**src/rtl/vdp_cmd_engine.sv**
```systemverilog
// VDP CPU port command engine: two-byte control protocol, autoincrementing
// address, read-ahead buffer, register/CRAM writes and req/ack VRAM access.
module vdp_cmd_engine #(
  parameter int unsigned ADDR_W   = 14,
  parameter int unsigned CRAM_AW  = 5,
  parameter int unsigned CRAM_DW  = 6,
  parameter int unsigned REG_AW   = 4,
  parameter int unsigned NUM_REGS = 11
) (
  input  logic               clk,
  input  logic               reset,
  input  logic               port_wr,
  input  logic               port_rd,
  input  logic               port_sel,
  input  logic [7:0]         wdata,
  output logic [7:0]         rdata,
  input  logic [7:0]         status_in,
  output logic               status_rd_ack,
  output logic               mem_req,
  output logic               mem_we,
  output logic [ADDR_W-1:0]  mem_addr,
  output logic [7:0]         mem_wdata,
  input  logic               mem_ack,
  input  logic [7:0]         mem_rdata,
  output logic               cram_we,
  output logic [CRAM_AW-1:0] cram_addr,
  output logic [CRAM_DW-1:0] cram_wdata,
  output logic               reg_we,
  output logic [REG_AW-1:0]  reg_addr,
  output logic [7:0]         reg_wdata,
  output logic               busy,
  output logic               overrun
);

  localparam int unsigned HI_W = ADDR_W - 8;

  localparam logic [1:0] IDLE   = 2'd0;
  localparam logic [1:0] MEM_RD = 2'd1;
  localparam logic [1:0] MEM_WR = 2'd2;

  logic [1:0]         state_q, state_d;
  logic               pending_q, pending_d;
  logic [1:0]         code_q, code_d;
  logic [ADDR_W-1:0]  addr_q, addr_d;
  logic [7:0]         read_buf_q, read_buf_d;
  logic [7:0]         rdata_q, rdata_d;
  logic               status_rd_ack_q, status_rd_ack_d;
  logic               mem_req_q, mem_req_d;
  logic               mem_we_q, mem_we_d;
  logic [ADDR_W-1:0]  mem_addr_q, mem_addr_d;
  logic [7:0]         mem_wdata_q, mem_wdata_d;
  logic               cram_we_q, cram_we_d;
  logic [CRAM_AW-1:0] cram_addr_q, cram_addr_d;
  logic [CRAM_DW-1:0] cram_wdata_q, cram_wdata_d;
  logic               reg_we_q, reg_we_d;
  logic [REG_AW-1:0]  reg_addr_q, reg_addr_d;
  logic [7:0]         reg_wdata_q, reg_wdata_d;
  logic               busy_q, busy_d;
  logic               overrun_q, overrun_d;

  logic [ADDR_W-1:0]  addr_inc;
  logic [ADDR_W-1:0]  addr_hi_upd;
  logic [REG_AW-1:0]  reg_idx;

  assign addr_inc    = addr_q + ADDR_W'(1);
  assign addr_hi_upd = {wdata[HI_W-1:0], addr_q[7:0]};
  assign reg_idx     = wdata[REG_AW-1:0];

  // Next-state and output decode
  always_comb begin
    state_d         = state_q;
    pending_d       = pending_q;
    code_d          = code_q;
    addr_d          = addr_q;
    read_buf_d      = read_buf_q;
    rdata_d         = rdata_q;
    status_rd_ack_d = 1'b0;
    mem_req_d       = mem_req_q;
    mem_we_d        = mem_we_q;
    mem_addr_d      = mem_addr_q;
    mem_wdata_d     = mem_wdata_q;
    cram_we_d       = 1'b0;
    cram_addr_d     = cram_addr_q;
    cram_wdata_d    = cram_wdata_q;
    reg_we_d        = 1'b0;
    reg_addr_d      = reg_addr_q;
    reg_wdata_d     = reg_wdata_q;
    overrun_d       = 1'b0;

    case (state_q)
      IDLE: begin
        if (port_wr && port_sel) begin
          if (!pending_q) begin
            addr_d[7:0] = wdata;
            pending_d   = 1'b1;
          end else begin
            pending_d = 1'b0;
            code_d    = wdata[7:6];
            addr_d    = addr_hi_upd;
            if (wdata[7:6] == 2'd0) begin
              state_d    = MEM_RD;
              mem_req_d  = 1'b1;
              mem_we_d   = 1'b0;
              mem_addr_d = addr_hi_upd;
            end else if (wdata[7:6] == 2'd2 && 32'(reg_idx) < NUM_REGS) begin
              reg_we_d    = 1'b1;
              reg_addr_d  = reg_idx;
              reg_wdata_d = addr_q[7:0];
            end
          end
        end else if (port_wr) begin
          pending_d  = 1'b0;
          read_buf_d = wdata;
          if (code_q == 2'd3) begin
            cram_we_d    = 1'b1;
            cram_addr_d  = addr_q[CRAM_AW-1:0];
            cram_wdata_d = wdata[CRAM_DW-1:0];
            addr_d       = addr_inc;
          end else begin
            state_d     = MEM_WR;
            mem_req_d   = 1'b1;
            mem_we_d    = 1'b1;
            mem_addr_d  = addr_q;
            mem_wdata_d = wdata;
          end
        end else if (port_rd && port_sel) begin
          rdata_d         = status_in;
          status_rd_ack_d = 1'b1;
          pending_d       = 1'b0;
        end else if (port_rd) begin
          rdata_d    = read_buf_q;
          pending_d  = 1'b0;
          state_d    = MEM_RD;
          mem_req_d  = 1'b1;
          mem_we_d   = 1'b0;
          mem_addr_d = addr_q;
        end
      end
      MEM_RD, MEM_WR: begin
        // Strobes during a VRAM transaction are dropped and flagged
        overrun_d = port_wr | port_rd;
        if (mem_ack) begin
          if (state_q == MEM_RD) read_buf_d = mem_rdata;
          addr_d    = addr_inc;
          mem_req_d = 1'b0;
          state_d   = IDLE;
        end
      end
      default: begin
        state_d   = IDLE;
        mem_req_d = 1'b0;
      end
    endcase

    busy_d = (state_d != IDLE);
  end

  // State and output registers
  always_ff @(posedge clk or posedge reset) begin
    if (reset) begin
      state_q         <= IDLE;
      pending_q       <= 1'b0;
      code_q          <= 2'd0;
      addr_q          <= '0;
      read_buf_q      <= 8'd0;
      rdata_q         <= 8'd0;
      status_rd_ack_q <= 1'b0;
      mem_req_q       <= 1'b0;
      mem_we_q        <= 1'b0;
      mem_addr_q      <= '0;
      mem_wdata_q     <= 8'd0;
      cram_we_q       <= 1'b0;
      cram_addr_q     <= '0;
      cram_wdata_q    <= '0;
      reg_we_q        <= 1'b0;
      reg_addr_q      <= '0;
      reg_wdata_q     <= 8'd0;
      busy_q          <= 1'b0;
      overrun_q       <= 1'b0;
    end else begin
      state_q         <= state_d;
      pending_q       <= pending_d;
      code_q          <= code_d;
      addr_q          <= addr_d;
      read_buf_q      <= read_buf_d;
      rdata_q         <= rdata_d;
      status_rd_ack_q <= status_rd_ack_d;
      mem_req_q       <= mem_req_d;
      mem_we_q        <= mem_we_d;
      mem_addr_q      <= mem_addr_d;
      mem_wdata_q     <= mem_wdata_d;
      cram_we_q       <= cram_we_d;
      cram_addr_q     <= cram_addr_d;
      cram_wdata_q    <= cram_wdata_d;
      reg_we_q        <= reg_we_d;
      reg_addr_q      <= reg_addr_d;
      reg_wdata_q     <= reg_wdata_d;
      busy_q          <= busy_d;
      overrun_q       <= overrun_d;
    end
  end

  assign rdata         = rdata_q;
  assign status_rd_ack = status_rd_ack_q;
  assign mem_req       = mem_req_q;
  assign mem_we        = mem_we_q;
  assign mem_addr      = mem_addr_q;
  assign mem_wdata     = mem_wdata_q;
  assign cram_we       = cram_we_q;
  assign cram_addr     = cram_addr_q;
  assign cram_wdata    = cram_wdata_q;
  assign reg_we        = reg_we_q;
  assign reg_addr      = reg_addr_q;
  assign reg_wdata     = reg_wdata_q;
  assign busy          = busy_q;
  assign overrun       = overrun_q;

endmodule

```
**config.mk**
```make
export PLATFORM = sky130hd
export DESIGN_NAME = vdp_cmd_engine
export DESIGN_NICKNAME = d
export VERILOG_FILES = /design/src/rtl/vdp_cmd_engine.sv
export SDC_FILE = /design/constraint.sdc
export NUM_CORES = 1
export LEC_CHECK = 0
export BUFFER_PORTS_ARGS = -buffer_cell sky130_fd_sc_hd__buf_2
export CORE_AREA = 5 5 101 84
export CTS_CLUSTER_SIZE = 25
export DETAILED_ROUTE_END_ITERATION = 7
export DIE_AREA = 0 0 106 89
export PLACE_DENSITY_LB_ADDON = 0.08
export SLEW_MARGIN = 25
export SYNTH_ARGS = -nofsm -noshare
export SYNTH_HDL_FRONTEND = slang
export SYNTH_SLANG_ARGS = --single-unit
```
**constraint.sdc**
```tcl
create_clock -name clk -period 5.4 [get_ports clk]
set_clock_uncertainty 0.15 [all_clocks]
set_input_delay 0.27 -clock clk [delete_from_list [all_inputs] [get_ports clk]]
set_output_delay 0.27 -clock clk [all_outputs]
set_load 0.01 [all_outputs]
```
==> impl_metrics.json <==
{
  "areaGrowthSynthToFinish_pct": 16.7,
  "yosysTopAreaCell": "dfrtp_1",
  "syn_inst": 345,
  "syn_avg_cell_area_um2": 11.9,
  "cts_sinks": 87,
  "routedWlPerCell_um": 18.4,
  "ys_seq_elements": 87,
  "final.period_utilization_pct": 58.1,
  "max_freq_mhz": 319,
  "min_from": "status_in[3]",
  "slew_violations": 0,
  "netlist_area_mm2": 0.00411,
  "seq_area_frac_synth_pct": 53.0,
  "dp_cells": 504,
  "vias": 3080,
  "synth_top_area_share_pct": 53.0,
  "via_per_inst": 5.91,
  "fillCellCount": 584,
  "finish.utilization_pct": 65.8,
  "synth_area_leaders": "dfrtp_1 (53%), mux2_2 (7.1%), mux2_1 (4.7%)",
  "crit_path_max_fanout": 13,
  "cts_made_buffers": 9,
  "dp_hpwl_um": 6460,
  "setup_violations": 0,
  "worst_pin_slew_ns": 0.899,
  "cpMaxStageDelayCell": "a211oi_4",
  "dieWidth_um": 106,
  "critPathLaunchType": "register",
  "whs_ns": 0.0607,
  "design_area_mm2": 0.00480,
  "rsz0062_at_grt": "false",
  "hp-class": "primary input to register",
  "use_met2_pct": 35.6,
  "drive_gt1_share_pct": 34.6,
  "p_switching_mw": 1.04,
  "netSwitchingFraction_pct": 37.4,
  "core_mm2": 0.00729,
  "final_nets": 460,
  "ys_types": 48,
  "num_antenna_cells": 0,
  "cts-resized-gates": 0,
  "synth_commonest_cells": "dfrtp_1 (87), mux2_2 (26), nand2_1 (22)",
  "power_density_mw_per_mm2": 581,
  "ioPinCount": 90,
  "cts_tree": "yes",
  "crit_start": "state_q[0]",
  "hold_violations": 0,
  "r2r_start": "state_q[0]",
  "gr-usage-met3_pct": 5.56,
  "cell_internal_pwr_mw": 1.75,
  "dr.pass1.iters": 4,
  "finalSetupTns_ns": 0,
  "slowest_delay_ns": 0.67,
  "p_clk_share_pct": 18.2,
  "stdcell_count": 521,
  "worst_setup_path_end_kind": "register",
  "path_clk_slew_ns": 0.09,
  "slew_headroom_pct": 40.1,
  "drcViolationCount": 0,
  "hold_depth": 3,
  "worstRegToRegCells": 6,
  "maxCapViolations": 0,
  "die_h_um": 89,
  "arrival_ns": 3.23,
  "grt_first_pass_wirelength_um": 15800,
  "p_leak_nw": 2.30,
  "start_util_pct": 56.4,
  "min_period_ns": 3.14,
  "drt_iter0_drc": 179,
  "antenna_found_initial": 0,
  "wirelength_um": 9600,
  "required_ns": 5.49,
  "path_cells": "inv_1 > ha_1 > and4_1 > nand2_1 > a211oi_4 > mux2_2",
  "grt_pass1_vias": 3131,
  "crit_type": "register to register",
  "clk_path_buf_depth": 2,
  "die_area_mm2": 0.00943,
  "track_usage_pct": 21.5,
  "cts_root_buffer": "clkbuf_8",
  "cp_num_cells": 6,
  "gp_congestion": 0.855,
  "path_delay_family": "simple AND/OR/NAND/NOR gates",
  "grt_max_degree": 88,
  "ant_nets": 0,
  "vdd_drop_max_mv": 0.335,
  "syn_nets": 379,
  "synth_warnings": 0,
  "multi_input_area_mm2": 0.00179,
  "regArea_mm2": 0.00218,
  "row_count": 28,
  "synthArstFlopShare_pct": 100,
  "worst-path-buf-inv": 1,
  "status": "finished clean",
  "p_seq_share_pct": 41.0,
  "met1_usage_pct": 28.3,
  "grt-ovfl-total": 0,
  "placed_area_mm2": 0.00456,
  "synth_flop_cell": "dfrtp_1",
  "p_comb_share_pct": 40.8,
  "htree_levels": 3,
  "busiest_layer": "met2",
  "clk_latency_ns": 0.36,
  "yosysMostFrequentCell": "dfrtp_1",
  "synth_enable_flop_cells": 0,
  "port_buffers": 89
}
## power by group through the flow
stage	sequential (mW)	combinational (mW)	clock [mW]
6_report	1.14	1.14	0.507
5_1_grt	1.19	1.25	0.548
4_1_cts	1.14	1.15	0.521
3_5_place_dp	1.15	1.14	0
3_3_place_gp	1.14	1.11	0
2_1_floorplan	1.19	0.750	0
## through the flow
step	setup slack (ns)	total power, mW
floorplan	2.73	1.94
global placement	2.19	2.25
detailed placement	2.06	2.29
CTS	2.03	2.81
global route	2.09	2.99
finish	2.26	2.79
## layout make-up
type | count | area share [%]
Inverter | 8 | 0.652
Clock inverter | 5 | 1.70
Clock buffer | 11 | 2.95
Multi-Input combinational cell | 229 | 37.2
Timing Repair Buffer | 91 | 9.73
Sequential cell | 87 | 45.4
Tap cell | 90 | 2.35
## registers in the layout, summed over array words and instances (netlist names), 2 cells and up
register	cells
state_q	2
cram_addr	5
read_buf_q	8
mem_addr	14
cram_wdata	6
reg_addr	4
mem_wdata	8
reg_wdata	8
code_q	2
rdata	8
addr_q	14
## what timing repair did
action | CTS | global route
setup buffers | 0 | 0
hold endpoints to repair | 11 | 0
hold buffers | 1 | 0
## routing by layer
layer,wire length [um],part of all wire (%)
met5,0,0
met4,144,1.5
met3,665,6.9
met2,4330,45
met1,4450,46
## worst register-to-register path, delay by kind of cell, from the launching register on
| family | cells | cell delay, ns |
|---|---|---|
| multiplexers | 1 | 0.41 |
| flip-flops | 1 | 0.42 |
| adder cells (fa/ha/maj) | 1 | 0.52 |
| AND/OR/NAND/NOR | 2 | 0.72 |
| buffers and inverters | 1 | 0.14 |
| AO/OA/AOI/OAI | 1 | 0.67 |
## final timing paths
path,to,slack [ns]
worst min register to register,rdata[7],0.32
worst min-delay path,rdata[3],0.06
worst max register to register,reg_addr[3],2.26
max in group asynchronous,mem_addr[8],4.07
worst max-delay path,reg_addr[3],2.26
min in group asynchronous,rdata[5],0.52
## layout by cell type, fill, tap and decap left out, drive strengths merged, types with 3 or more instances in the layout
cell	count
nor2	20
nand2	22
and2	3
and4	4
clkbuf	11
a41oi	3
a211oi	4
a21oi	12
clkinv	3
nand3	5
ha	4
nand2b	4
mux2i	9
mux2	52
a31oi	7
inv	7
buf	90
a2bb2oi	11
o21ai	17
o22ai	13
nand4	6
nor3	11
dfrtp	87
## logic make-up after synthesis
logic type               synth area share (%)
AND/OR/NAND/NOR                          10.6
multiplexers                             17.3
buffers and inverters                    3.74
flip-flops                               53.0
AO/OA/AOI/OAI                            14.2
adder cells (fa/ha/maj)                  1.22
Power figures use the tool's default switching activity.
